==> config.mk <==
export PLATFORM = sky130hd
export DESIGN_NAME = imm_gen_pipe
export DESIGN_NICKNAME = d
export VERILOG_FILES = /design/src/rtl/imm_gen_pipe.sv
export SDC_FILE = /design/constraint.sdc
export NUM_CORES = 1
export LEC_CHECK = 0
export BUFFER_PORTS_ARGS = -buffer_cell sky130_fd_sc_hd__buf_4
export CAP_MARGIN = 20
export CORE_MARGIN = 3
export CORE_UTILIZATION = 49
export CTS_BUF_LIST = sky130_fd_sc_hd__clkbuf_16
export DETAILED_ROUTE_END_ITERATION = 12
export GPL_TIMING_DRIVEN = 0
export PLACE_DENSITY_LB_ADDON = 0.15
export RECOVER_POWER = 100
export SLEW_MARGIN = 20
export SYNTH_ARGS = -nofsm -noshare
export SYNTH_HDL_FRONTEND = slang
export SYNTH_SLANG_ARGS = --single-unit
==> constraint.sdc <==
create_clock -name clk -period 9.1 [get_ports clk]
set_clock_uncertainty 0.1 [all_clocks]
set_input_delay 2.275 -clock clk [delete_from_list [all_inputs] [get_ports clk]]
set_output_delay 2.275 -clock clk [all_outputs]
set_load 0.005 [all_outputs]
==> src/rtl/imm_gen_pipe.sv <==
// imm_gen_pipe: registered RISC-V immediate generator.
// Decodes one word per cycle into a 2-entry output queue.
module imm_gen_pipe #(
    parameter int XLEN  = 32,
    parameter int CNT_W = 16
) (
    input  logic             clk,
    input  logic             reset,
    input  logic             in_valid,
    output logic             in_ready,
    input  logic [31:0]      inst,
    output logic             out_valid,
    input  logic             out_ready,
    output logic [XLEN-1:0]  imm,
    output logic [2:0]       fmt,
    output logic             illegal,
    output logic [CNT_W-1:0] illegal_count
);

    localparam bit RV64 = (XLEN == 64);
    localparam int SHW  = RV64 ? 6 : 5;

    typedef enum logic [2:0] {
        F_R = 3'd0,
        F_I = 3'd1,
        F_S = 3'd2,
        F_B = 3'd3,
        F_U = 3'd4,
        F_J = 3'd5,
        F_X = 3'd7
    } fmt_e;

    typedef struct packed {
        logic [XLEN-1:0] imm;
        fmt_e            fmt;
        logic            ill;
    } entry_t;

    logic [6:0] opcode;
    logic [2:0] funct3;
    logic       is_shift;
    fmt_e       dfmt;

    assign opcode = inst[6:0];
    assign funct3 = inst[14:12];

    // slli/srli/srai carry a shamt, not a signed immediate
    assign is_shift = (opcode == 7'b0010011) && (funct3[1:0] == 2'b01);

    always_comb begin
        dfmt = F_X;
        case (opcode)
            7'b0010011,
            7'b0000011,
            7'b1100111,
            7'b1110011: dfmt = F_I;
            7'b0011011: dfmt = RV64 ? F_I : F_X;
            7'b0100011: dfmt = F_S;
            7'b1100011: dfmt = F_B;
            7'b0110111,
            7'b0010111: dfmt = F_U;
            7'b1101111: dfmt = F_J;
            7'b0110011: dfmt = F_R;
            7'b0111011: dfmt = RV64 ? F_R : F_X;
            default:    dfmt = F_X;
        endcase
    end

    logic signed [31:0] imm_i;
    logic signed [31:0] imm_s;
    logic signed [31:0] imm_b;
    logic signed [31:0] imm_u;
    logic signed [31:0] imm_j;
    logic [XLEN-1:0]    shamt;
    logic [XLEN-1:0]    dimm;

    assign imm_i = {{20{inst[31]}}, inst[31:20]};
    assign imm_s = {{20{inst[31]}}, inst[31:25], inst[11:7]};
    assign imm_b = {{20{inst[31]}}, inst[7], inst[30:25],
                    inst[11:8], 1'b0};
    assign imm_u = {inst[31:12], 12'b0};
    assign imm_j = {{12{inst[31]}}, inst[19:12], inst[20],
                    inst[30:21], 1'b0};
    assign shamt = XLEN'(inst[19+SHW:20]);

    // signed 32-bit values sign-extend through the XLEN cast
    always_comb begin
        dimm = '0;
        case (dfmt)
            F_I:     dimm = is_shift ? shamt : XLEN'(imm_i);
            F_S:     dimm = XLEN'(imm_s);
            F_B:     dimm = XLEN'(imm_b);
            F_U:     dimm = XLEN'(imm_u);
            F_J:     dimm = XLEN'(imm_j);
            default: dimm = '0;
        endcase
    end

    entry_t     din;
    entry_t     head;
    entry_t     q [2];
    logic       rd_ptr;
    logic       wr_ptr;
    logic [1:0] count;
    logic       push;
    logic       pop;

    assign din.imm = dimm;
    assign din.fmt = dfmt;
    assign din.ill = (dfmt == F_X);

    assign in_ready  = (count != 2'd2);
    assign out_valid = (count != 2'd0);
    assign push      = in_valid && in_ready;
    assign pop       = out_valid && out_ready;

    always_ff @(posedge clk) begin
        if (reset) begin
            q[0]          <= '0;
            q[1]          <= '0;
            rd_ptr        <= 1'b0;
            wr_ptr        <= 1'b0;
            count         <= 2'd0;
            illegal_count <= '0;
        end else begin
            if (push) begin
                q[wr_ptr] <= din;
                wr_ptr    <= ~wr_ptr;
            end
            if (pop) begin
                rd_ptr <= ~rd_ptr;
            end
            case ({push, pop})
                2'b10:   count <= count + 2'd1;
                2'b01:   count <= count - 2'd1;
                default: count <= count;
            endcase
            if (push && din.ill && (illegal_count != '1)) begin
                illegal_count <= illegal_count + CNT_W'(1);
            end
        end
    end

    assign head    = q[rd_ptr];
    assign imm     = head.imm;
    assign fmt     = head.fmt;
    assign illegal = head.ill;

endmodule

==> qor_table.md <==
| Metric | Reported |
|---|---|
| Result of the run | complete, but fails checks |
| Violated checks | capacitance limit, slew limit |
| Sequential area share after synthesis | 0.5708 |
| Die Footprint | 10420 sq um |
| Standard cell with the maximum stage delay on the critical path | sky130_fd_sc_hd__o21ai_0 |
| Congestion Overflow GR | 0 |
| Vertical die dimension | 102.1 um |
| Portion of netlist area occupied by mux cells | 0.1015 |
| Starting density of the core | 0.5113 |
| TritonCTS Buffers | 9 |
| Placement row count | 34 |
| Drt via density | 5.771 |
| Buffer depth of the longest clock path | 2 |
| Number of nets still failing antenna checks after routing | 0 |
| Areal power density over the cells | 219.8 nW/um^2 |
| DR WL/cell | 17.67 um |
| Input/output buffers | 87 |
| Ys Warns | 0 |
| Biggest area consumer among synthesized cells | sky130_fd_sc_hd__edfxtp_1 |
| Total of max-cap violations | 1 |
| Fraction of final layout cells with drive strength greater than 1 | 0.2795 |
| TritonCTS clock tree | yes |
| CORE AREA | 8848 sq um |
| Sw power | 323.7 uW |
| Storage element area | 2582 sq um |
| Min-delay worst type | reg2reg |
| Net switching fraction of the power | 0.2634 |
| First-pass GRT wire length | 17.66 mm |
| Vias | 3555 |
| Fin Setup TNS | 0 ns |
| Parity-gate share of the synthesized area counting xor and xnor cells | 0.007743 |
| Endpoints failing hold | 0 |
| # diodes | 0 |
| Leakage | 0.002085 uW |
| Number of antenna violations at the first check in global routing | 0 |
| CTS root buf | sky130_fd_sc_hd__clkbuf_16 |
| Final weighted congestion in routability-driven placement | 0.9047 |
| Syn-to-layout area delta | 23.59% |
| Cts hold-fix bufs | 0 |
| Actual transition at the worst max-transition pin | 1.925 ns |
| Number of nets in the layout | 541 |
| Biggest area contributors in the synthesized netlist | sky130_fd_sc_hd__edfxtp_1 48%, sky130_fd_sc_hd__mux2_2 9.7%, sky130_fd_sc_hd__dfxtp_1 9.3% |
| Clk pin slew, worst setup/hold paths | 0.06 ns |
| Start-to-end type of the worst setup path | in2reg |
| Count of H-tree levels built during CTS | 3 |
| GR Util All Layers | 0.2200 |
| Number of library cell types mapped by synthesis | 50 |
| Area share of the largest cell type after synthesis | 0.4779 |
| Cell type group with the largest total delay on the critical path | buffers and inverters |
| Crit-path cells | clkbuf_1 -> nand2_1 -> o21ai_0 -> clkbuf_1 -> clkbuf_1 |
| Combinational group share of total power | 0.247 |
| Setup violations, final | 0 |
| Number of global-route vias before repair | 3555 |
| FMAX | 179.6 MHz |
| Ys async rst share | 0 |
| Most common flop cell mapped by yosys | sky130_fd_sc_hd__edfxtp_1 |
| Power Internal | 905.2 uW |
| Post-CTS Repair Setup Buffers | 0 |
| Complex-gate fraction of the synthesized area | 0.1156 |
| Max-slew violations | 12 |
| Buffering stage count on the worst path with inverters included | 3 |
| Violation count after the first detailed-routing iteration | 203 |
| Final worst-path cycle share | 0.6118 |
| Syn avg cell area | 11.25 sq um |
| Commonest non-fill, non-tap cells in the layout | 72 x sky130_fd_sc_hd__edfxtp_1, 51 x sky130_fd_sc_hd__nor2_1, 49 x sky130_fd_sc_hd__clkbuf_4, 44 x sky130_fd_sc_hd__a21oi_1, 35 x sky130_fd_sc_hd__mux2_2 |
| Cell occurring most often along the worst timing path | sky130_fd_sc_hd__clkbuf_1 |
| Area used by multi-input combinational logic | 1802 sq um |
| Data arrival, critical path | 5.43 ns |
| Synthesized-area fraction occupied by adder cells | 0.005531 |
| CP max stage delay | 1.48 ns |
| Setup repair after global routing missed its margin | false |
| Yosys reg bits | 93 |
| I/O pin count | 90 |
| Clock share of power | 0.321 |
| Number of filler cells placed in the layout | 734 |
| Worst EP required | 8.96 ns |
| Post-synthesis share of cell area spent on and, or, nand and nor gates | 0.1701 |
| Synthesized area | 4524 sq um |
| Wire length after detailed routing | 10.89 mm |
| Maximum vdd ir drop | 0.0001307 V |
| Main combinational cell family by area after synthesis | simple AND/OR/NAND/NOR gates |
| Total number of clock tree sinks | 93 |
| Total half-perimeter wirelength after legalization and detailed placement | 7.752 mm |
| Critical Path Sink Type | register |
| Chip width | 102.1 um |
| Cells after Synth | 402 |
| Power share of the sequential group | 0.432 |
| Remaining design rule violation count | 0 |
| Largest net degree at the start of global routing | 25 |
| # resized after CTS | 0 |
| Max-slew headroom | -0.2971 |
| Mapped Nets | 440 |
| Startpoint Class | input pin |
| Leading cell type in the layout, fill and taps excluded | sky130_fd_sc_hd__edfxtp_1 |
| Number of flops mapped to enable cells by yosys | 72 |
| Clock latency of the later-clocked register in the worst-skew pair | 0.33 ns |
| 1st-pass router iterations | 5 |
| Placed Cells incl. Taps | 600 |
| Clock period minus final worst setup slack | 5.567 ns |
| Largest fanout of any net on the critical path | 14 |
| Layout Cells excl Fill | 616 |
power by group through the flow:
stage / clock (uW) / sequential [uW] / combinational, uW
3_5_place_dp: 0 / 540 / 325
2_1_floorplan: 0 / 537 / 173
5_1_grt: 416 / 536 / 331
4_1_cts: 401 / 531 / 327
6_report: 394 / 531 / 303
3_3_place_gp: 0 / 541 / 312
worst min-delay path, delay by kind of cell (launching register included):
kind	cells	cell delay [ns]
flops	1	0.34
compound gates	2	0.13
synth_stat cells (2+ instances only):
master / n
sky130_fd_sc_hd__a21oi_1: 44
sky130_fd_sc_hd__a22oi_1: 13
sky130_fd_sc_hd__and2_1: 14
sky130_fd_sc_hd__and3_1: 2
sky130_fd_sc_hd__and4_1: 2
sky130_fd_sc_hd__buf_2: 6
sky130_fd_sc_hd__clkbuf_1: 16
sky130_fd_sc_hd__dfxtp_1: 21
sky130_fd_sc_hd__edfxtp_1: 72
sky130_fd_sc_hd__ha_1: 2
sky130_fd_sc_hd__inv_1: 3
sky130_fd_sc_hd__mux2_2: 39
sky130_fd_sc_hd__mux2i_1: 2
sky130_fd_sc_hd__nand2_1: 26
sky130_fd_sc_hd__nand2b_1: 6
sky130_fd_sc_hd__nand3_1: 8
sky130_fd_sc_hd__nand4_1: 4
sky130_fd_sc_hd__nor2_1: 51
sky130_fd_sc_hd__nor2b_1: 6
sky130_fd_sc_hd__nor3_1: 2
sky130_fd_sc_hd__nor4_1: 6
sky130_fd_sc_hd__o21ai_0: 11
sky130_fd_sc_hd__o21ba_2: 2
sky130_fd_sc_hd__o31ai_1: 6
sky130_fd_sc_hd__or2_2: 2
sky130_fd_sc_hd__or3_1: 6
sky130_fd_sc_hd__or4_1: 5
sky130_fd_sc_hd__xnor2_1: 2
sky130_fd_sc_hd__xor2_1: 2
flip-flops by register name, indices dropped and copies added (netlist names), named ones only:
signal,cells
count,2
illegal_count,16
q,72
rd_ptr,1
wr_ptr,1
routing by layer:
layer | GRT usage | share of wire | wire length [um]
met1 | 0.2911 | 0.42 | 4603
met2 | 0.3618 | 0.50 | 5452
met3 | 0.04164 | 0.062 | 675
met4 | 0.08174 | 0.014 | 153
met5 | 0 | 0 | 0
worst paths after layout:
path / endpoint / slack (ns) / startpoint / cells after the start
setup / recovery: q[0][2]$_SDFFCE_PN0P_ / 3.53 / in_valid / 5
hold / removal: illegal_count[9]$_SDFFE_PP0P_ / 0.41 / illegal_count[9]$_SDFFE_PP0P_ / 2
setup reg to reg: q[0][2]$_SDFFCE_PN0P_ / 5.02 / count[0]$_SDFFE_PP0P_ / 5
hold reg to reg: illegal_count[9]$_SDFFE_PP0P_ / 0.41 / illegal_count[9]$_SDFFE_PP0P_ / 2
per-stage QoR:
| step | total power, uW | area [sq um] | hold slack (ns) | util | worst slack, ns |
|---|---|---|---|---|---|
| 3_5_place_dp | 864.6 | 5376 | 0.4024 | 0.6076 | 4.702 |
| 6_report | 1229 | 5592 | 0.4124 | 0.6319 | 3.533 |
| 3_3_place_gp | 853.2 | 5313 | 0.3806 | 0.6004 | 1.786 |
| 5_1_grt | 1284 | 5592 | 0.4551 | 0.6319 | 3.367 |
| 2_1_floorplan | 709.9 | 4524 | 0.3641 | - | 3.572 |
| 4_1_cts | 1259 | 5692 | 0.4143 | 0.6432 | 4.487 |
cell type report:
cell class	instances	share of cell area
tap	108	0.02417
timing repair buffer	90	0.1161
buffer	25	0.01723
sequential	93	0.4618
multi-input combinational	281	0.3222
inverter	3	0.002014
clock inverter	7	0.01611
clock buffer	9	0.04028
logic make-up (layout without fill, tap and decap cells):
family / count (synthesis) / in the layout
AOI/OAI and AO/OA: 85 / 85
and+or+nand+nor: 149 / 149
buffers and inverters: 28 / 134
muxes: 41 / 41
adders and majority gates: 2 / 2
xor gates and xnor gates: 4 / 4
DFF: 93 / 93
No activity file was read; power rests on OpenSTA's default activity.
